`src/rtl/instr_cycle_sequencer_pkg.sv`:
```
// Shared definitions for the instruction cycle sequencer.
// Contents:
//   - state_t   : sequencer states. The encodings are visible on state_o.
//   - strobes_t : bundle of datapath control strobes driven during EXEC.
//   - OP_*      : 4-bit opcodes (IR[11:8]).
//   - ALU_* / ACC_* : SelALU and SelAcc codes.
package instr_cycle_sequencer_pkg;

    typedef enum logic [2:0] {
        ST_IDLE   = 3'd0,
        ST_FETCH  = 3'd1,
        ST_DECODE = 3'd2,
        ST_EXEC   = 3'd3,
        ST_HALT   = 3'd4,
        ST_FAULT  = 3'd5
    } state_t;

    typedef struct packed {
        logic       incPC;
        logic       selPC;
        logic       loadPC;
        logic       loadReg;
        logic       loadAcc;
        logic [1:0] selAcc;
        logic [3:0] selALU;
    } strobes_t;

    localparam logic [3:0] OP_NOP  = 4'b0000;
    localparam logic [3:0] OP_ADD  = 4'b0001;
    localparam logic [3:0] OP_SUB  = 4'b0010;
    localparam logic [3:0] OP_NOR  = 4'b0011;
    localparam logic [3:0] OP_MOVS = 4'b0100;
    localparam logic [3:0] OP_MOVD = 4'b0101;
    localparam logic [3:0] OP_JZR  = 4'b0110;
    localparam logic [3:0] OP_JZI  = 4'b0111;
    localparam logic [3:0] OP_JCR  = 4'b1000;
    localparam logic [3:0] OP_RSV9 = 4'b1001;
    localparam logic [3:0] OP_JCI  = 4'b1010;
    localparam logic [3:0] OP_SHL  = 4'b1011;
    localparam logic [3:0] OP_SHR  = 4'b1100;
    localparam logic [3:0] OP_LDI  = 4'b1101;
    localparam logic [3:0] OP_RSVE = 4'b1110;
    localparam logic [3:0] OP_HALT = 4'b1111;

    // SelALU = {ALU_sel[1:0], shift ctl[1:0]}
    localparam logic [3:0] ALU_ADD = 4'b1000;
    localparam logic [3:0] ALU_SUB = 4'b1100;
    localparam logic [3:0] ALU_NOR = 4'b0100;
    localparam logic [3:0] ALU_SHL = 4'b0001;
    localparam logic [3:0] ALU_SHR = 4'b0011;

    localparam logic [1:0] ACC_ALU = 2'b00;
    localparam logic [1:0] ACC_RS  = 2'b01;
    localparam logic [1:0] ACC_IMM = 2'b10;

endpackage

```
`src/rtl/instr_cycle_sequencer_decode.sv`:
```
// Combinational instruction decoder.
// Maps the latched opcode and the latched flags to the EXEC-phase strobe
// bundle. It also flags the HALT opcode.
// Ports:
//   op      in   4  latched opcode
//   z       in   1  latched zero flag
//   c       in   1  latched carry flag
//   strobes out     EXEC strobe bundle (strobes_t)
//   isHalt  out  1  opcode is HALT
module instr_cycle_sequencer_decode
    import instr_cycle_sequencer_pkg::*;
(
    input  logic [3:0] op,
    input  logic       z,
    input  logic       c,
    output strobes_t   strobes,
    output logic       isHalt
);

    always_comb begin
        strobes = '0;
        isHalt  = 1'b0;
        case (op)
            OP_ADD, OP_SUB, OP_NOR, OP_SHL, OP_SHR: begin
                strobes.loadAcc = 1'b1;
                strobes.incPC   = 1'b1;
                strobes.selAcc  = ACC_ALU;
                case (op)
                    OP_ADD:  strobes.selALU = ALU_ADD;
                    OP_SUB:  strobes.selALU = ALU_SUB;
                    OP_NOR:  strobes.selALU = ALU_NOR;
                    OP_SHL:  strobes.selALU = ALU_SHL;
                    default: strobes.selALU = ALU_SHR;
                endcase
            end
            OP_MOVS: begin
                strobes.selAcc  = ACC_RS;
                strobes.loadAcc = 1'b1;
                strobes.incPC   = 1'b1;
            end
            OP_MOVD: begin
                strobes.loadReg = 1'b1;
                strobes.incPC   = 1'b1;
            end
            OP_LDI: begin
                strobes.selAcc  = ACC_IMM;
                strobes.loadAcc = 1'b1;
                strobes.incPC   = 1'b1;
            end
            // Conditional jumps: a taken jump loads PC instead of incrementing
            // it. The register-source forms are selected with SelPC=1.
            OP_JZR, OP_JZI: begin
                if (z) begin
                    strobes.loadPC = 1'b1;
                    strobes.selPC  = (op == OP_JZR);
                end else begin
                    strobes.incPC  = 1'b1;
                end
            end
            OP_JCR, OP_JCI: begin
                if (c) begin
                    strobes.loadPC = 1'b1;
                    strobes.selPC  = (op == OP_JCR);
                end else begin
                    strobes.incPC  = 1'b1;
                end
            end
            OP_HALT: begin
                isHalt = 1'b1;
            end
            // NOP and the reserved opcodes only advance the PC.
            default: begin
                strobes.incPC = 1'b1;
            end
        endcase
    end

endmodule

```
`src/rtl/instr_cycle_sequencer.sv`:
```
// Fetch/decode/execute sequencer for the 4-bit-opcode accumulator CPU.
// Each instruction takes FETCH (plus memory wait states), DECODE and EXEC.
// Datapath strobes are one-cycle pulses. They are decoded from the
// registered state and the registered opcode/flag latches. The only
// combinational input-to-output path is LoadIR <- mem_rdy during FETCH.
// If a fetch waits too long, the sequencer stops in FAULT. The HALT opcode
// stops it in HALT. Only CLB leaves either state.
// Parameters:
//   TIMEOUT_CYC  max FETCH cycles without mem_rdy before FAULT (>=2)
//   CNT_W        timeout counter width, 2**CNT_W >= TIMEOUT_CYC
// Ports:
//   clk, CLB (async active-low reset), run, mem_rdy, Opcode[3:0], Z, C
//   mem_req, LoadIR, IncPC, SelPC, LoadPC, LoadReg, LoadAcc, SelAcc[1:0],
//   SelALU[3:0], halted, fault, state_o[2:0]
module instr_cycle_sequencer
    import instr_cycle_sequencer_pkg::*;
#(
    parameter int unsigned TIMEOUT_CYC = 16,
    parameter int unsigned CNT_W       = 4
) (
    input  logic       clk,
    input  logic       CLB,
    input  logic       run,
    input  logic       mem_rdy,
    input  logic [3:0] Opcode,
    input  logic       Z,
    input  logic       C,
    output logic       mem_req,
    output logic       LoadIR,
    output logic       IncPC,
    output logic       SelPC,
    output logic       LoadPC,
    output logic       LoadReg,
    output logic       LoadAcc,
    output logic [1:0] SelAcc,
    output logic [3:0] SelALU,
    output logic       halted,
    output logic       fault,
    output logic [2:0] state_o
);

    state_t           state;
    state_t           nextState;
    logic [CNT_W-1:0] cnt;
    logic [3:0]       opLat;
    logic             zLat;
    logic             cLat;
    strobes_t         dec;
    logic             isHalt;
    logic             timeout;

    instr_cycle_sequencer_decode u_decode (
        .op      (opLat),
        .z       (zLat),
        .c       (cLat),
        .strobes (dec),
        .isHalt  (isHalt)
    );

    // cnt holds the number of FETCH cycles already spent without mem_rdy.
    // The current cycle is therefore the last allowed one when cnt reaches
    // TIMEOUT_CYC-1.
    assign timeout = (cnt == CNT_W'(TIMEOUT_CYC - 1));

    always_comb begin
        nextState = state;
        case (state)
            ST_IDLE:   nextState = run ? ST_FETCH : ST_IDLE;
            ST_FETCH: begin
                if (mem_rdy)      nextState = ST_DECODE;
                else if (timeout) nextState = ST_FAULT;
            end
            ST_DECODE: nextState = ST_EXEC;
            ST_EXEC: begin
                if (isHalt)   nextState = ST_HALT;
                else if (run) nextState = ST_FETCH;
                else          nextState = ST_IDLE;
            end
            ST_HALT:   nextState = ST_HALT;
            ST_FAULT:  nextState = ST_FAULT;
            default:   nextState = ST_IDLE;
        endcase
    end

    always_ff @(posedge clk or negedge CLB) begin
        if (!CLB) state <= ST_IDLE;
        else      state <= nextState;
    end

    always_ff @(posedge clk or negedge CLB) begin
        if (!CLB) begin
            cnt <= '0;
        end else if (state == ST_FETCH && !mem_rdy) begin
            cnt <= cnt + CNT_W'(1);
        end else begin
            cnt <= '0;
        end
    end

    // Opcode and flags are captured in DECODE. Flag changes during EXEC
    // therefore cannot change a jump decision.
    always_ff @(posedge clk or negedge CLB) begin
        if (!CLB) begin
            opLat <= '0;
            zLat  <= 1'b0;
            cLat  <= 1'b0;
        end else if (state == ST_DECODE) begin
            opLat <= Opcode;
            zLat  <= Z;
            cLat  <= C;
        end
    end

    always_comb begin
        mem_req = 1'b0;
        LoadIR  = 1'b0;
        IncPC   = 1'b0;
        SelPC   = 1'b0;
        LoadPC  = 1'b0;
        LoadReg = 1'b0;
        LoadAcc = 1'b0;
        SelAcc  = '0;
        SelALU  = '0;
        halted  = 1'b0;
        fault   = 1'b0;
        case (state)
            ST_FETCH: begin
                mem_req = 1'b1;
                LoadIR  = mem_rdy;
            end
            ST_EXEC: begin
                IncPC   = dec.incPC;
                SelPC   = dec.selPC;
                LoadPC  = dec.loadPC;
                LoadReg = dec.loadReg;
                LoadAcc = dec.loadAcc;
                SelAcc  = dec.selAcc;
                SelALU  = dec.selALU;
            end
            ST_HALT:  halted = 1'b1;
            ST_FAULT: fault  = 1'b1;
            default: ;
        endcase
    end

    assign state_o = state;

endmodule

```
`config.mk`:
```
export PLATFORM = sky130hd
export DESIGN_NAME = instr_cycle_sequencer
export DESIGN_NICKNAME = d
export VERILOG_FILES = /design/src/rtl/instr_cycle_sequencer_pkg.sv /design/src/rtl/instr_cycle_sequencer_decode.sv /design/src/rtl/instr_cycle_sequencer.sv
export SDC_FILE = /design/constraint.sdc
export NUM_CORES = 1
export LEC_CHECK = 0
export CAP_MARGIN = 25
export CORE_MARGIN = 1
export CORE_UTILIZATION = 47
export DETAILED_ROUTE_END_ITERATION = 16
export HOLD_SLACK_MARGIN = 0.1
export PLACE_DENSITY = 0.83
export SLEW_MARGIN = 40
export SYNTH_ARGS = -nofsm -noshare
export SYNTH_HDL_FRONTEND = slang
export SYNTH_SLANG_ARGS = --single-unit
```
`constraint.sdc`:
```
create_clock -name clk -period 3 [get_ports clk]
set_input_delay 0.45 -clock clk [delete_from_list [all_inputs] [get_ports clk]]
set_output_delay 0.45 -clock clk [all_outputs]
set_load 0.005 [all_outputs]
```
==> results of run 1 <==
## final timing paths
kind | end | slack [ps]
min reg2reg | cnt[0]$_DFF_PN0_ | 480
min in group asynchronous | state_o[0]$_DFFE_PN0P_ | 540
min | cnt[0]$_DFF_PN0_ | 480
max in group asynchronous | opLat[1]$_DFFE_PN0P_ | 2090
max reg2reg | opLat[0]$_DFFE_PN0P_ | 1550
max | LoadReg | 280
## metal layers
metal | routed length [um] | global-route usage [%]
met5 | 0 | 0
met1 | 771 | 27.1
met2 | 859 | 35.5
met3 | 52 | 2.50
met4 | 12 | 5.63
## power groups by stage
stage | combinational, W | sequential (W) | clock (W)
finish | 0.0000159 | 0.000175 | 0.000102
global route | 0.0000175 | 0.000175 | 0.000111
CTS | 0.0000161 | 0.000175 | 0.000105
detailed placement | 0.0000160 | 0.000179 | 0
global placement | 0.0000158 | 0.000179 | 0
floorplan | 0.000000440 | 0.000179 | 0
## synthesized netlist by cell type (2+ instances only)
cell / n / area share (%)
buf_2: 4 / 2.5
nand4b_1: 2 / 2.2
dfrtp_1: 13 / 40
mux2_2: 6 / 8.4
nand2b_1: 3 / 2.3
o21a_1: 2 / 1.9
nor2b_1: 2 / 1.6
and3b_1: 2 / 2.2
o22ai_1: 2 / 1.6
nor2_1: 11 / 5.1
clkbuf_1: 2 / 0.93
nand2_1: 2 / 0.93
nor4_1: 3 / 2.3
nor3b_1: 3 / 2.8
xnor2_1: 2 / 2.2
nand3_1: 2 / 1.2
nand3b_1: 3 / 2.8
a21oi_1: 3 / 1.9
## placed cells by master (no fill, tap or decap), types with 2 or more instances in the layout
| master | n |
|---|---|
| nand4b_1 | 2 |
| mux2_2 | 6 |
| xnor2_1 | 2 |
| clkbuf_4 | 3 |
| clkdlybuf4s50_1 | 27 |
| o22ai_1 | 2 |
| a21oi_1 | 3 |
| and3b_1 | 2 |
| o21a_1 | 2 |
| nand3b_1 | 3 |
| nand2b_1 | 3 |
| nor3b_1 | 3 |
| nor2_1 | 11 |
| nand2_1 | 2 |
| nor4_1 | 3 |
| nor2b_1 | 2 |
| nand3_1 | 2 |
| dfrtp_1 | 13 |
## flip-flops by register name, indices dropped and copies added (netlist names)
signal	count
cLat	1
state_o	3
zLat	1
cnt	4
opLat	4
## metrics by stage
step           hold WS, ps  setup slack (ps)  utilization [%]
2_1_floorplan          154              1380                -
3_3_place_gp           443               671             68.3
3_5_place_dp           468               560             68.3
4_1_cts                478               267             70.0
5_1_grt                489               109             70.0
6_report               479               284             70.0
## critical path: cells and delay by family (launching register included)
kind / cells / cell delay (ps)
buffers and inverters: 1 / 510
DFF: 1 / 490
and+or+nand+nor: 3 / 1000
## area by class of cell
| class | instances | area, um^2 | share of cell area (%) |
|---|---|---|---|
| repair buffers | 27 | 270 | 24.8 |
| clock buffers | 4 | 26.3 | 2.41 |
| inverters | 1 | 3.75 | 0.344 |
| well taps | 16 | 20.0 | 1.83 |
| multi-input cells | 62 | 445 | 40.8 |
| flip-flops and latches | 13 | 325 | 29.8 |
## cells by family (layout without fill, tap and decap cells)
group | Yosys count | in the layout | share of synthesized area, %
AO/OA/AOI/OAI | 9 | 9 | 7.14
XOR/XNOR | 3 | 3 | 3.26
adder cells (fa/ha/maj) | 1 | 1 | 1.55
buffers and inverters | 8 | 32 | 4.35
flip-flops | 13 | 13 | 40.4
multiplexers | 7 | 7 | 9.63
AND/OR/NAND/NOR | 42 | 42 | 33.7
==> flow_metrics.tcl, run 1 <==
set metrics [dict create \
    drive_gt1_share_pct 11.2 \
    die-area_um2 1880 \
    ios 28 \
    end_kind "primary output" \
    detail-route-antenna-nets 0 \
    clk_pin_slew_ps 70 \
    grt_pass1_vias 663 \
    drt-initial-drc-count 13 \
    synthCells 83 \
    ys.flop_type "dfrtp_1" \
    design_area_um2 1090 \
    hold_buffers 0 \
    netlist_area_um2 806 \
    power_w 0.000293 \
    rsz0062_at_grt "no" \
    num-fill-cells 120 \
    finalMaxSlewViolations 0 \
    grtUsageTotal_pct 20.4 \
    ys_warn_count 0 \
    crit_path_start "state_o[2]$_DFFE_PN0P_" \
    clkPwrFrac_pct 34.8 \
    die_h_um 43.4 \
    drt_first_pass_iters 10 \
    cts_inserted_buffers 3 \
    ys_ff_latch 13 \
    antennaDiodeCount 0 \
    fin_skew_ps 2.96 \
    drc 2 \
    post-route-period-util_pct 90.5 \
    crit_type "flop to primary output" \
    fin_cells 123 \
    clock_path_buffers 2 \
    chipWidth_um 43.4 \
    fp-row-count 14 \
    cts_sinks 13 \
    grt_pass1_wl_mm 2.86 \
    htree_levels 1 \
    p_int_w 0.000237 \
    holdPathStages 1 \
    critPathRequiredTime_ps 2550 \
    synth_nets 94 \
    status "complete, but fails checks" \
    initial_core_util_pct 51.7 \
    vias 701 \
    clock_latency_ps 260 \
    viasPerCell 5.70 \
    max_stage_delay_ps 510 \
    antenna_found_initial 0 \
    nNetsFinal 119 \
    seqPwrFrac_pct 59.8 \
    crit_chain "nand3b_1 > or3b_1 > nor2_1 > clkdlybuf4s50_1" \
    syn_avg_cell_area_um2 9.71 \
    place_area_um2 1060 \
    finalSetupTns_ps 0 \
    dp.cells 119 \
    area_growth_pct 35.4 \
    startpoint_type "flop" \
    core_area_um2 1560 \
    portBuffers 27 \
    ys_seq_area_share_pct 40.4 \
    max_cap_violations 0 \
    p_leak_nw 0.434 \
    overflow 0 \
    setup_viol 0 \
    p_per_area_nw_per_um2 268 \
    violations "DRC" \
    cts_tree "built" \
    crit_arrival_ps 2270 \
    worstHoldStart "cnt[0]$_DFF_PN0_" \
    cts_root_buffer "clkbuf_4" \
    slew_headroom_pct 62.8 \
    finalHoldViolations 0 \
    combinationalPowerShare_pct 5.4 \
    peakVddDrop_mv 0.239 \
    grt_max_degree 16 \
    hold_class "flop to flop" \
    cp_max_fo 11 \
    switching_share_pct 19.0 \
    cts_setup_buffers 0 \
    reg2regPathDepth 2 \
    period_minus_slack_ps 2720 \
    drt-total-wl_mm 1.70 \
    critPathSlowestCell "clkdlybuf4s50_1" \
    cts.repair.resized 0 \
    synth-edff-count 0 \
    p_sw_w 0.0000557 \
    async_flop_share_pct 100 \
    regToRegStartpoint "state_o[1]$_DFFE_PN0P_" \
    worst_pin_slew_ps 557 \
    post_drt_wl_per_cell_um 13.8 \
    synthDistinctLibCells 34 \
    dp_hpwl_mm 1.29 \
    max_freq_mhz 368 \
    gp_congestion 0.767 \
]
Note: power is estimated with default switching activity, not from simulation.
==> inputs of run 2 (changes only) <==
--- a/config.mk
+++ b/config.mk
@@ -6,8 +6,9 @@
 export NUM_CORES = 1
 export LEC_CHECK = 0
 export CAP_MARGIN = 25
-export CORE_MARGIN = 1
+export CORE_MARGIN = 2
 export CORE_UTILIZATION = 47
+export CTS_CLUSTER_SIZE = 24
 export DETAILED_ROUTE_END_ITERATION = 16
 export HOLD_SLACK_MARGIN = 0.1
 export PLACE_DENSITY = 0.83
==> run 2 against run 1 <==
Net effect:
- the flow now finishes without violations
- clock power about the same
- wire length decreased by 4.9%
- design area unchanged
- via count decreased by 2.4%
- hold slack got worse by 18 ps
- first-iteration DRC count decreased by 31%
- cell count unchanged
- combinational power about the same
- critical path type unchanged
- largest power group unchanged
==> flow_metrics.tcl, run 2 (synthesis gave the netlist of run 1 again) <==
set metrics [dict create \
    num-fill-cells 132 \
    finalSetupTns_ps 0 \
    worst_slack_ps 318 \
    cts_root_buffer "clkbuf_4" \
    dp_hpwl_mm 1.19 \
    drc 0 \
    detail-route-antenna-nets 0 \
    critPathRequiredTime_ps 2550 \
    startpoint_type "flop" \
    ios 28 \
    drive_gt1_share_pct 11.2 \
    cp_max_fo 11 \
    area_growth_pct 35.4 \
    seqPwrFrac_pct 59.8 \
    p_sw_w 0.0000557 \
    overflow 0 \
    max_cap_violations 0 \
    initial_core_util_pct 51.7 \
    core_area_um2 1560 \
    crit_path_start "state_o[2]$_DFFE_PN0P_" \
    slew_headroom_pct 62.8 \
    htree_levels 1 \
    max_freq_mhz 373 \
    peakVddDrop_mv 0.317 \
    regToRegStartpoint "state_o[1]$_DFFE_PN0P_" \
    finalMaxSlewViolations 0 \
    cts_inserted_buffers 3 \
    cts_sinks 13 \
    layout_common_cells "clkdlybuf4s50_1, dfrtp_1, nor2_1" \
    cts_tree "built" \
    place_ws_ps 607 \
    crit_arrival_ps 2230 \
    finalHoldViolations 0 \
    status "completed" \
    hold_class "flop to flop" \
    utilization_pct 70.0 \
    grtUsageTotal_pct 16.9 \
    nNetsFinal 119 \
    setup_viol 0 \
    grt_pass1_vias 572 \
    end_kind "primary output" \
    post-route-period-util_pct 89.4 \
    grt_max_degree 16 \
    post_drt_wl_per_cell_um 13.1 \
    design_area_um2 1090 \
    rsz0062_at_grt "no" \
    p_per_area_nw_per_um2 268 \
    period_minus_slack_ps 2680 \
    switching_share_pct 19.0 \
    cts_setup_buffers 0 \
    clock_path_buffers 2 \
    viasPerCell 5.56 \
    crit_type "flop to primary output" \
    vias 684 \
    drt_first_pass_iters 4 \
    portBuffers 27 \
    clock_latency_ps 260 \
    combinationalPowerShare_pct 5.4 \
    fp-row-count 14 \
    place_area_um2 1060 \
    clk_pin_slew_ps 70 \
    die-area_um2 2060 \
    worst_pin_slew_ps 557 \
    antennaDiodeCount 0 \
    fin_skew_ps 2.34 \
    grt_pass1_wl_mm 2.53 \
    final_common_cell "clkdlybuf4s50_1" \
    die_h_um 45.4 \
    whs_ps 461 \
    gp_congestion 0.759 \
    drt-total-wl_mm 1.61 \
    chipWidth_um 45.4 \
    worstHoldStart "cnt[0]$_DFF_PN0_" \
    clkPwrFrac_pct 34.8 \
    antenna_found_initial 0 \
    p_int_w 0.000237 \
    p_leak_nw 0.434 \
    drt-initial-drc-count 9 \
    hold_buffers 0 \
    cts.repair.resized 0 \
]
==> run 2: final timing paths <==
check                                        to  slack (ps)  depth (start not counted)
max reg2reg                opLat[1]$_DFFE_PN0P_        1570                          2
min                            cnt[0]$_DFF_PN0_         460                          1
max in group asynchronous      zLat$_DFFE_PN0P_        2090                          1
min reg2reg                    cnt[0]$_DFF_PN0_         460                          1
min in group asynchronous      cnt[2]$_DFF_PN0_         540                          1
max                                     LoadReg         320                          4
==> run 2: area by class of cell <==
| type | instances | area (um^2) | area share (%) |
|---|---|---|---|
| inverters | 1 | 3.75 | 0.344 |
| flip-flops and latches | 13 | 325 | 29.8 |
| multi-input cells | 62 | 445 | 40.8 |
| clock buffers | 4 | 26.3 | 2.41 |
| repair buffers | 27 | 270 | 24.8 |
| well taps | 16 | 20.0 | 1.83 |
==> run 2: through the flow <==
step	instances	power (W)
after detailed placement	119	0.000195
final	123	0.000293
after CTS	123	0.000298
after global placement	119	0.000195
after global routing	123	0.000305
after floorplan	83	0.000179
==> run 2: metal layers <==
layer	global-route usage, %	vias to the layer above	share of wire, %
met3	2.78	2	3.3
met2	24.8	14	46
met4	7.06	0	0.87
li1	-	345	-
met5	0	-	0
met1	24.7	323	50
==> run 2: critical path, cell delays in order, from the launching register on <==
cell	delay, ps
dfrtp_1	490
nand3b_1	420
or3b_1	470
nor2_1	90
clkdlybuf4s50_1	500
==> run 2: power groups by stage <==
stage / clock network, W / registers [W] / logic (W)
5_1_grt: 0.000112 / 0.000175 / 0.0000175
2_1_floorplan: 0 / 0.000179 / 0.000000440
3_5_place_dp: 0 / 0.000179 / 0.0000160
3_3_place_gp: 0 / 0.000179 / 0.0000160
4_1_cts: 0.000107 / 0.000175 / 0.0000161
6_report: 0.000102 / 0.000175 / 0.0000159
==> inputs of run 3 (changes only) <==
--- a/config.mk
+++ b/config.mk
@@ -10,9 +10,8 @@
 export CORE_UTILIZATION = 47
 export CTS_CLUSTER_SIZE = 24
 export DETAILED_ROUTE_END_ITERATION = 16
-export HOLD_SLACK_MARGIN = 0.1
 export PLACE_DENSITY = 0.83
-export SLEW_MARGIN = 40
+export SLEW_MARGIN = 20
 export SYNTH_ARGS = -nofsm -noshare
 export SYNTH_HDL_FRONTEND = slang
 export SYNTH_SLANG_ARGS = --single-unit
==> results of run 3 <==
Same layout as run 2: the final DEF is identical, and so are final timing and power.
